$ cat config.mk
export PLATFORM = sky130hd
export DESIGN_NAME = ddr_rw_wrr_arbiter_flat
export DESIGN_NICKNAME = d
export VERILOG_FILES = /design/src/rtl/ddr_rw_wrr_arbiter_if.sv /design/src/rtl/ddr_rw_wrr_arbiter.sv /design/src/flat_wrapper.sv
export SDC_FILE = /design/constraint.sdc
export NUM_CORES = 1
export LEC_CHECK = 0
export CORE_MARGIN = 8
export CORE_UTILIZATION = 36
export CTS_CLUSTER_DIAMETER = 40
export DETAILED_ROUTE_END_ITERATION = 12
export PLACE_DENSITY = 0.79
export SYNTH_ARGS = -nofsm -noshare
export SYNTH_HDL_FRONTEND = slang
export SYNTH_SLANG_ARGS = --single-unit
$ cat constraint.sdc
create_clock -name clk -period 3.75 [get_ports clk]
set_clock_uncertainty 0.15 [all_clocks]
set_input_delay 0.375 -clock clk [delete_from_list [all_inputs] [get_ports clk]]
set_output_delay 0.375 -clock clk [all_outputs]
set_load 0.05 [all_outputs]
$ cat src/rtl/ddr_rw_wrr_arbiter_if.sv
// Request/grant bundle between the DDR read/write queues, the arbiter and the protocol layer.
// The master side drives requests and out_ready. The slave side (the arbiter) drives grants.
interface ddr_rw_wrr_arbiter_if #(
    parameter int unsigned PAYLOAD_W = 64
) ();
    logic                 rd_valid;
    logic                 rd_ready;
    logic [PAYLOAD_W-1:0] rd_payload;
    logic                 wr_valid;
    logic                 wr_ready;
    logic [PAYLOAD_W-1:0] wr_payload;
    logic [7:0]           wr_level;
    logic                 out_valid;
    logic                 out_ready;
    logic [PAYLOAD_W-1:0] out_payload;
    logic                 out_is_wr;
    logic [15:0]          rd_wrr_credit;
    logic [15:0]          wr_wrr_credit;
    logic                 mode_is_wr;
    logic                 turnaround_active;

    modport master (
        output rd_valid, rd_payload, wr_valid, wr_payload, wr_level, out_ready,
        input  rd_ready, wr_ready, out_valid, out_payload, out_is_wr,
               rd_wrr_credit, wr_wrr_credit, mode_is_wr, turnaround_active
    );

    modport slave (
        input  rd_valid, rd_payload, wr_valid, wr_payload, wr_level, out_ready,
        output rd_ready, wr_ready, out_valid, out_payload, out_is_wr,
               rd_wrr_credit, wr_wrr_credit, mode_is_wr, turnaround_active
    );
endinterface

$ cat src/rtl/ddr_rw_wrr_arbiter.sv
// Weighted round-robin read/write arbiter with bus turnaround gaps and write-drain watermark.
// The selected request passes combinationally to the output. Mode, credits and turnaround are registered.
module ddr_rw_wrr_arbiter #(
    parameter int unsigned PAYLOAD_W  = 64,
    parameter int unsigned RD_WEIGHT  = 8,
    parameter int unsigned WR_WEIGHT  = 4,
    parameter int unsigned TURN_RD2WR = 4,
    parameter int unsigned TURN_WR2RD = 6,
    parameter int unsigned WR_HI_WM   = 24
) (
    input logic                 clk,
    input logic                 rst_n,
    ddr_rw_wrr_arbiter_if.slave bus
);
    localparam logic [15:0] RdWeight = 16'(RD_WEIGHT);
    localparam logic [15:0] WrWeight = 16'(WR_WEIGHT);
    localparam logic [15:0] TurnRd2Wr = 16'(TURN_RD2WR - 1);
    localparam logic [15:0] TurnWr2Rd = 16'(TURN_WR2RD - 1);

    typedef enum logic [1:0] {StRd = 2'd0, StWr = 2'd1, StTurn = 2'd2} state_e;

    state_e      r_state;
    logic        r_tgt;
    logic [15:0] r_turn_cnt;
    logic [15:0] r_rd_credit;
    logic [15:0] r_wr_credit;

    logic                 w_in_rd;
    logic                 w_in_wr;
    logic                 w_out_valid;
    logic                 w_hs;
    logic                 w_stall;
    logic                 w_wr_hi;
    logic [15:0]          w_rd_cnext;
    logic [15:0]          w_wr_cnext;
    logic [PAYLOAD_W-1:0] w_payload;

    // While reset is held the datapath behaves as RD, regardless of the current state.
    assign w_in_rd = !rst_n || (r_state == StRd);
    assign w_in_wr = rst_n && (r_state == StWr);

    assign w_out_valid = w_in_rd ? bus.rd_valid : (w_in_wr ? bus.wr_valid : 1'b0);
    assign w_payload   = w_in_wr ? bus.wr_payload : bus.rd_payload;
    assign w_hs        = w_out_valid && bus.out_ready;
    assign w_stall     = w_out_valid && !bus.out_ready;
    assign w_wr_hi     = 32'(bus.wr_level) >= WR_HI_WM;

    assign w_rd_cnext = (w_hs && (r_rd_credit != 16'd0)) ? r_rd_credit - 16'd1 : r_rd_credit;
    assign w_wr_cnext = (w_hs && (r_wr_credit != 16'd0)) ? r_wr_credit - 16'd1 : r_wr_credit;

    assign bus.out_valid         = w_out_valid;
    assign bus.out_payload       = w_payload;
    assign bus.out_is_wr         = w_in_wr;
    assign bus.rd_ready          = w_in_rd && bus.out_ready;
    assign bus.wr_ready          = w_in_wr && bus.out_ready;
    assign bus.rd_wrr_credit     = r_rd_credit;
    assign bus.wr_wrr_credit     = r_wr_credit;
    assign bus.mode_is_wr        = rst_n && ((r_state == StWr) || ((r_state == StTurn) && r_tgt));
    assign bus.turnaround_active = rst_n && (r_state == StTurn);

    always_ff @(posedge clk) begin
        if (!rst_n) begin
            r_state     <= StRd;
            r_tgt       <= 1'b0;
            r_turn_cnt  <= 16'd0;
            r_rd_credit <= RdWeight;
            r_wr_credit <= WrWeight;
        end else begin
            unique case (r_state)
                StRd: begin
                    // A presented but unaccepted command pins the state.
                    if (!w_stall) begin
                        if (bus.wr_valid && (!bus.rd_valid || (w_rd_cnext == 16'd0) || w_wr_hi)) begin
                            r_state     <= StTurn;
                            r_tgt       <= 1'b1;
                            r_turn_cnt  <= TurnRd2Wr;
                            r_rd_credit <= w_rd_cnext;
                        end else begin
                            r_rd_credit <= (w_rd_cnext == 16'd0) ? RdWeight : w_rd_cnext;
                        end
                    end
                end
                StWr: begin
                    if (!w_stall) begin
                        if (w_wr_hi) begin
                            r_wr_credit <= (w_wr_cnext == 16'd0) ? WrWeight : w_wr_cnext;
                        end else if (bus.rd_valid && (!bus.wr_valid || (w_wr_cnext == 16'd0))) begin
                            r_state     <= StTurn;
                            r_tgt       <= 1'b0;
                            r_turn_cnt  <= TurnWr2Rd;
                            r_wr_credit <= w_wr_cnext;
                        end else begin
                            r_wr_credit <= (w_wr_cnext == 16'd0) ? WrWeight : w_wr_cnext;
                        end
                    end
                end
                StTurn: begin
                    if (r_turn_cnt == 16'd0) begin
                        if (r_tgt) begin
                            r_state     <= StWr;
                            r_wr_credit <= WrWeight;
                        end else begin
                            r_state     <= StRd;
                            r_rd_credit <= RdWeight;
                        end
                    end else begin
                        r_turn_cnt <= r_turn_cnt - 16'd1;
                    end
                end
                default: r_state <= StRd;
            endcase
        end
    end
endmodule

$ cat src/flat_wrapper.sv
// flat-port wrapper written by rule: the top's interface ports become plain ports
module ddr_rw_wrr_arbiter_flat 
#(
    parameter int unsigned PAYLOAD_W  = 64,
    parameter int unsigned RD_WEIGHT  = 8,
    parameter int unsigned WR_WEIGHT  = 4,
    parameter int unsigned TURN_RD2WR = 4,
    parameter int unsigned TURN_WR2RD = 6,
    parameter int unsigned WR_HI_WM   = 24
)
  (clk, rst_n, bus_rd_valid, bus_rd_payload, bus_wr_valid, bus_wr_payload, bus_wr_level, bus_out_ready, bus_rd_ready, bus_wr_ready, bus_out_valid, bus_out_payload, bus_out_is_wr, bus_rd_wrr_credit, bus_wr_wrr_credit, bus_mode_is_wr, bus_turnaround_active);
  ddr_rw_wrr_arbiter_if #(.PAYLOAD_W(PAYLOAD_W)) bus_i ();
  input logic clk;
  input logic rst_n;
  input wire logic [$bits(bus_i.rd_valid)-1:0] bus_rd_valid;
  input wire logic [$bits(bus_i.rd_payload)-1:0] bus_rd_payload;
  input wire logic [$bits(bus_i.wr_valid)-1:0] bus_wr_valid;
  input wire logic [$bits(bus_i.wr_payload)-1:0] bus_wr_payload;
  input wire logic [$bits(bus_i.wr_level)-1:0] bus_wr_level;
  input wire logic [$bits(bus_i.out_ready)-1:0] bus_out_ready;
  output wire logic [$bits(bus_i.rd_ready)-1:0] bus_rd_ready;
  output wire logic [$bits(bus_i.wr_ready)-1:0] bus_wr_ready;
  output wire logic [$bits(bus_i.out_valid)-1:0] bus_out_valid;
  output wire logic [$bits(bus_i.out_payload)-1:0] bus_out_payload;
  output wire logic [$bits(bus_i.out_is_wr)-1:0] bus_out_is_wr;
  output wire logic [$bits(bus_i.rd_wrr_credit)-1:0] bus_rd_wrr_credit;
  output wire logic [$bits(bus_i.wr_wrr_credit)-1:0] bus_wr_wrr_credit;
  output wire logic [$bits(bus_i.mode_is_wr)-1:0] bus_mode_is_wr;
  output wire logic [$bits(bus_i.turnaround_active)-1:0] bus_turnaround_active;
  assign bus_i.rd_valid = bus_rd_valid;
  assign bus_i.rd_payload = bus_rd_payload;
  assign bus_i.wr_valid = bus_wr_valid;
  assign bus_i.wr_payload = bus_wr_payload;
  assign bus_i.wr_level = bus_wr_level;
  assign bus_i.out_ready = bus_out_ready;
  assign bus_rd_ready = bus_i.rd_ready;
  assign bus_wr_ready = bus_i.wr_ready;
  assign bus_out_valid = bus_i.out_valid;
  assign bus_out_payload = bus_i.out_payload;
  assign bus_out_is_wr = bus_i.out_is_wr;
  assign bus_rd_wrr_credit = bus_i.rd_wrr_credit;
  assign bus_wr_wrr_credit = bus_i.wr_wrr_credit;
  assign bus_mode_is_wr = bus_i.mode_is_wr;
  assign bus_turnaround_active = bus_i.turnaround_active;
  ddr_rw_wrr_arbiter #(.PAYLOAD_W(PAYLOAD_W), .RD_WEIGHT(RD_WEIGHT), .WR_WEIGHT(WR_WEIGHT), .TURN_RD2WR(TURN_RD2WR), .TURN_WR2RD(TURN_WR2RD), .WR_HI_WM(WR_HI_WM)) u_core (.clk(clk), .rst_n(rst_n), .bus(bus_i));
endmodule
==> results of run 1 <==
[worst min-delay path by stage]
stage	endpoint	cells after the start
floorplan	u_core.r_state[1]	2
global placement	u_core.r_turn_cnt[8]	1
detailed placement	u_core.bus.rd_wrr_credit[11]	2
CTS	u_core.bus.rd_wrr_credit[11]	2
global route	u_core.r_turn_cnt[8]	1
finish	u_core.bus.rd_wrr_credit[11]	2
[worst min-delay path: stages (launching register included)]
cell,delay [ps]
dfxtp_1,350
inv_1,60
o2bb2ai_1,50
[cell type report]
cell class / count / area (um2)
antenna: 3 / 7.51
clock buffer: 6 / 129
clock inverter: 2 / 12.5
fill: 869 / 3660
inverter: 20 / 78.8
multi-input combinational: 431 / 3120
sequential: 51 / 1020
tap: 147 / 184
timing repair buffer: 305 / 3600
[routing by layer]
layer	share of wire, %	wire length, um
met2	54	11300
met5	0	0
met4	2.8	587
met3	10	2130
met1	33	6840
[cell usage in the layout (no fill, tap or decap), types with 6 or more instances in the layout]
cell,netlist,routed
nand4_1,9,9
nand2b_1,9,9
nand2_1,54,53
ha_1,9,8
buf_12,1,70
nor3_1,30,29
inv_1,20,19
clkdlybuf4s50_1,0,171
and2_1,5,6
mux2_2,65,65
or3_1,8,8
buf_4,3,62
dfxtp_1,51,51
a21oi_1,20,20
o21ai_0,41,41
a32o_1,11,11
nor2_1,46,46
a31oi_1,10,10
nand3_1,10,10
[sequential cells by signal, summed over array words and instances, names as in the netlist]
name	cells
u_core.r_state	2
u_core.r_turn_cnt	16
u_core.bus.wr_wrr_credit	16
u_core.r_tgt	1
u_core.bus.rd_wrr_credit	16
[metrics by stage]
step | total power [mW] | std cells | area [um2]
floorplan | 1.73 | 529 | 4300
global placement | 2.47 | 951 | 7900
detailed placement | 2.53 | 951 | 7900
CTS | 3.02 | 962 | 8090
global route | 3.21 | 965 | 8150
finish | 3.06 | 965 | 8150
[cell usage after synthesis (all sizes together), types with 10 or more instances]
| cell type | count |
|---|---|
| mux2 | 66 |
| nand2 | 55 |
| dfxtp | 51 |
| nor2 | 46 |
| o21ai | 41 |
| nor3 | 30 |
| a21oi | 20 |
| inv | 20 |
| clkbuf | 18 |
| a32o | 11 |
| a31oi | 10 |
| nand3 | 10 |
[cell families (layout without fill, tap and decap cells)]
| family | count (synthesis) | count (layout) | share of synthesized area, % |
|---|---|---|---|
| other | 0 | 3 | 0 |
| AO/OA/AOI/OAI | 126 | 126 | 21.1 |
| adder cells (fa/ha/maj) | 9 | 9 | 2.62 |
| buffers and inverters | 47 | 333 | 5.33 |
| AND/OR/NAND/NOR | 219 | 219 | 27.5 |
| XOR/XNOR | 8 | 8 | 1.63 |
| multiplexers | 69 | 69 | 18.1 |
| flip-flops | 51 | 51 | 23.8 |
[timing repair]
action                     in CTS  in global routing
hold buffers                    0                  0
resized for setup               4                 12
cloned                          0                  0
pin swaps                       1                  5
setup endpoints to repair       9                 22
setup buffers                   3                  0
[power by group through the flow]
stage	clock network (mW)	registers [mW]	logic [mW]
final	0.466	0.630	1.96
after global routing	0.488	0.634	2.09
after CTS	0.469	0.628	1.92
after detailed placement	0	0.640	1.89
after global placement	0	0.636	1.84
after floorplan	0	0.677	1.06
==> qor.csv, run 1 <==
metric,value,unit
cts_tree,done,
setup_ws,121,ps
cts_buffer_depth,2,
crit_chain,"inv_1, ha_2, or3b_4, nor4_4, buf_4, nor4b_2, buf_4, xor2_1, a2111oi_4, a31oi_1, and4b_2, buf_6, o21ai_0, a32o_1",
die_x,125,um
drc,0,
wirelength,20.9,mm
yosys_warnings,0,
min_from,u_core.bus.rd_wrr_credit[11],
combPwrFrac,64.1,%
rrSetupSlack,120,ps
outcome,"finished, final reports clean",
critical_path.endpoint_type,register,
internal_power,1.71,mW
clk_pin_slew,70,ps
rsz0062_at_grt,no,
grt_use_total,25.1,%
routed_via_density,5.62,
drtPass1Iterations,6,
crit_start,u_core.bus.wr_wrr_credit[0],
synth_cells,529,
grtUsageMet3,9.73,%
r2r-end,u_core.r_turn_cnt[7],
period_share,96.8,%
grt.busiest_layer,met2,
grt_max_degree,64,
async_flop_share,0,%
area_growth,89.7,%
fin_tns_setup,0,ps
cp_common_cell,buf_4,
clk-insertion-delay-late,300,ps
cts_made_buffers,5,
pre_cts_slack,-350,ps
tightest_slew,888,ps
drv_cap,0,
gp_congestion,0.899,
peakVddDrop,0.212,mV
wl_per_cell,21.7,um
swShare,43.9,%
placeableCoreArea,11800,um2
worstPathRequired,3790,ps
syn_area_per_cell,8.12,um2
drt_iter0_drc,398,
holdWs,348,ps
cpMaxStageDelayCell,or3b_4,
die-area,15700,um2
std_cell_rows,40,
fin_nets,964,
grt_use_met2,49.8,%
crit_fanout,10,
initial_core_util,36.4,%
via_count,5425,
portBuffers,239,
final_max_slew_viol_count,0,
slowest_delay,410,ps
min_path_type,reg2reg,
synth.area.top_cells,"dfxtp_1 24%, mux2_2 17%, o21ai_0 4.8%",
synth_seq_cells,51,
grt_pass1_vias,5679,
cp-endpoint,u_core.r_turn_cnt[7],
critPathTopFamily,simple AND/OR/NAND/NOR gates,
clkPwrFrac,15.2,%
clock-root-buffer,clkbuf_16,
utilization,69.0,%
slew-limit-headroom,40.7,%
setup_viol,0,
seq_area_frac_synth,23.8,%
synth-edff-count,0,
synth_largest_area_cell,dfxtp_1,
die_h,125,um
io_pins,243,
yosysTopAreaCellShare,23.8,%
grt_overflow,0,
hold_viol_final,0,
setup.worst_path.start_class,register,
synthDistinctLibCells,69,
ant_nets,0,
fmax,276,MHz
rr_startpoint,u_core.bus.wr_wrr_credit[0],
drive_gt1_share,29.2,%
worstPathArrival,3670,ps
antenna_found_initial,3,
clock_sinks,51,
path_depth,14,
grt_pass1_wl,31.6,mm
power.share.sequential,20.6,%
synthFlopType,dfxtp_1,
cellPowerDensity,375,nW/um2
syn_nets,679,
power_leakage,3.22,nW
rr_worst_depth,14,
htreeDepth,2,
power_switching,1.34,mW
gr-usage-met1,22.8,%
fin_crit,3630,ps
netlist_area,4300,um2
dpl.hpwl,17.2,mm
worstSetupPathType,reg2reg,
path_buf_inv,4,
Note: power is estimated with default switching activity, not from simulation.
==> run 2: changes to the inputs <==
--- a/config.mk
+++ b/config.mk
@@ -7,9 +7,10 @@
 export LEC_CHECK = 0
 export CORE_MARGIN = 8
 export CORE_UTILIZATION = 36
-export CTS_CLUSTER_DIAMETER = 40
+export CTS_CLUSTER_DIAMETER = 30
 export DETAILED_ROUTE_END_ITERATION = 12
 export PLACE_DENSITY = 0.79
+export SETUP_SLACK_MARGIN = 0.15
 export SYNTH_ARGS = -nofsm -noshare
 export SYNTH_HDL_FRONTEND = slang
 export SYNTH_SLANG_ARGS = --single-unit
==> qor.csv, run 2 (synthesis results as in run 1) <==
metric,value,unit,change
drv_cap,0,,unchanged
cts_buffer_depth,2,,unchanged
portBuffers,239,,unchanged
cpMaxStageDelayCell,or4_4,,was or3b_4
period_share,93.7,%,was 96.8%
die_x,125,um,unchanged
grt_max_degree,48,,was 64
worstSetupPathType,reg2reg,,unchanged
wirelength,21.0,mm,was 20.9 mm
worstPathRequired,3800,ps,was 3790 ps
setup.worst_path.start_class,register,,unchanged
clock_sinks,51,,unchanged
htreeDepth,2,,unchanged
crit_fanout,5,,was 10
grt_pass1_vias,5680,,was 5679
initial_core_util,36.4,%,unchanged
num-fill-cells,882,,was 869
clk_pin_slew,70,ps,about the same
gp_congestion,0.939,,was 0.899
cellPowerDensity,381,nW/um2,was 375 nW/um2
power_leakage,3.30,nW,was 3.22 nW
rr_worst_depth,13,,was 14
outcome,"finished, final reports clean",,unchanged
slowest_delay,550,ps,was 410 ps
fin_nets,975,,was 964
final_cell_mix,"170 x clkdlybuf4s50_1, 73 x buf_4, 70 x buf_12",,"was 171 x clkdlybuf4s50_1, 70 x buf_12, 65 x mux2_2"
grt_use_total,25.2,%,was 25.1%
worstPathArrival,3560,ps,was 3670 ps
antenna_found_initial,1,,was 3
crit_chain,"inv_2, ha_4, nor2b_4, mux2_4, nor3_2, mux2_2, or4_4, o2111ai_4, and4b_2, buf_4, buf_4, nand2_2, a32o_1",,"was inv_1, ha_2, or3b_4, nor4_4, buf_4, nor4b_2, buf_4, xor2_1, a2111oi_4, a31oi_1, and4b_2, buf_6, o21ai_0, a32o_1"
cts_made_buffers,5,,unchanged
pre_cts_slack,-285,ps,was -350 ps
hold_viol_final,0,,unchanged
combPwrFrac,64.4,%,was 64.1%
clk-insertion-delay-late,300,ps,about the same
tightest_slew,525,ps,was 888 ps
std_cell_rows,40,,unchanged
grt_overflow,0,,unchanged
grt_pass1_wl,31.7,mm,was 31.6 mm
setup_ws,237,ps,was 121 ps
rrSetupSlack,240,ps,was 120 ps
power_switching,1.37,mW,was 1.34 mW
final_common_cell,clkdlybuf4s50_1,,unchanged
routed_via_density,5.61,,was 5.62
drt_iter0_drc,462,,was 398
slew-limit-headroom,64.5,%,was 40.7%
clock-root-buffer,clkbuf_16,,unchanged
cp_common_cell,buf_4,,unchanged
fin_crit,3510,ps,was 3630 ps
fmax,285,MHz,was 276 MHz
final_max_slew_viol_count,0,,unchanged
die_h,125,um,unchanged
swShare,43.4,%,was 43.9%
power.share.sequential,20.2,%,was 20.6%
via_count,5462,,was 5425
clkPwrFrac,15.4,%,was 15.2%
min_path_type,reg2reg,,unchanged
utilization,70.2,%,was 69.0%
setup_viol,0,,unchanged
wl_per_cell,21.6,um,was 21.7 um
cts_tree,done,,unchanged
critical_path.endpoint_type,register,,unchanged
drc,0,,unchanged
drive_gt1_share,32.3,%,was 29.2%
placeableCoreArea,11800,um2,unchanged
area_growth,93.2,%,was 89.7%
hold_depth,1,,was 2
peakVddDrop,0.236,mV,was 0.212 mV
postPlaceCellArea,7990,um2,was 7900 um2
dpl.hpwl,17.5,mm,was 17.2 mm
ant_nets,0,,unchanged
design_area,8300,um2,was 8150 um2
drtPass1Iterations,5,,was 6
internal_power,1.79,mW,was 1.71 mW
die-area,15700,um2,unchanged
io_pins,243,,unchanged
power.total,3.16,mW,was 3.06 mW
rsz0062_at_grt,yes,,was no
-- run 2: power by group through the flow --
| stage | Clock [mW] | Sequential [mW] | Combinational (mW) |
|---|---|---|---|
| after floorplan | 0 | 0.677 | 1.06 |
| after global placement | 0 | 0.640 | 1.87 |
| after detailed placement | 0 | 0.645 | 1.93 |
| after CTS | 0.491 | 0.633 | 1.97 |
| after global routing | 0.509 | 0.645 | 2.17 |
| final | 0.487 | 0.638 | 2.04 |
-- run 2: worst max-delay path, delay by kind of cell, from the launching register on --
family	cells	cell delay, ps
buffers and inverters	3	310
AOI/OAI and AO/OA	2	480
muxes	2	730
DFF	1	340
and+or+nand+nor	5	1230
adders and majority gates	1	170
-- run 2: path summary, 6_finish.rpt --
kind / startpoint / endpoint
max: u_core.r_state[0] / u_core.r_turn_cnt[11]
min: u_core.bus.wr_wrr_credit[0] / u_core.bus.wr_wrr_credit[0]
max reg2reg: u_core.r_state[0] / u_core.r_turn_cnt[11]
min reg2reg: u_core.bus.wr_wrr_credit[0] / u_core.bus.wr_wrr_credit[0]
-- run 2: metal layers --
layer	vias to the layer above	track usage, %	wire length [um]
li1	2566	-	-
met1	2593	23.8	7090
met2	270	50.0	11400
met3	33	9.52	2050
met4	0	5.95	476
met5	-	0	0
-- run 2: what timing repair did --
action / 4_1_cts / 5_1_grt
pin swaps: 5 / 9
buffers inserted: 2 / 3
gates resized for setup: 11 / 22
setup endpoints to repair: 16 / 26
hold buffers: 0 / 0
-- run 2: final cells by class --
| class | count | area (um2) | area share (%) |
|---|---|---|---|
| Clock inverter | 2 | 16.3 | 0.196 |
| Inverter | 20 | 78.8 | 0.950 |
| Timing Repair Buffer | 316 | 3690 | 44.4 |
| Tap cell | 147 | 184 | 2.22 |
| Antenna cell | 1 | 2.50 | 0.0302 |
| Multi-Input combinational cell | 431 | 3170 | 38.2 |
| Sequential cell | 51 | 1020 | 12.4 |
| Clock buffer | 6 | 139 | 1.67 |
-- run 2: through the flow --
| step | std cells | hold WS, ps | setup TNS (ps) |
|---|---|---|---|
| after floorplan | 529 | 315 | 0 |
| after global placement | 960 | 329 | -2610 |
| after detailed placement | 960 | 349 | -3900 |
| after CTS | 970 | 363 | 0 |
| after global routing | 974 | 382 | 0 |
| final | 974 | 349 | 0 |
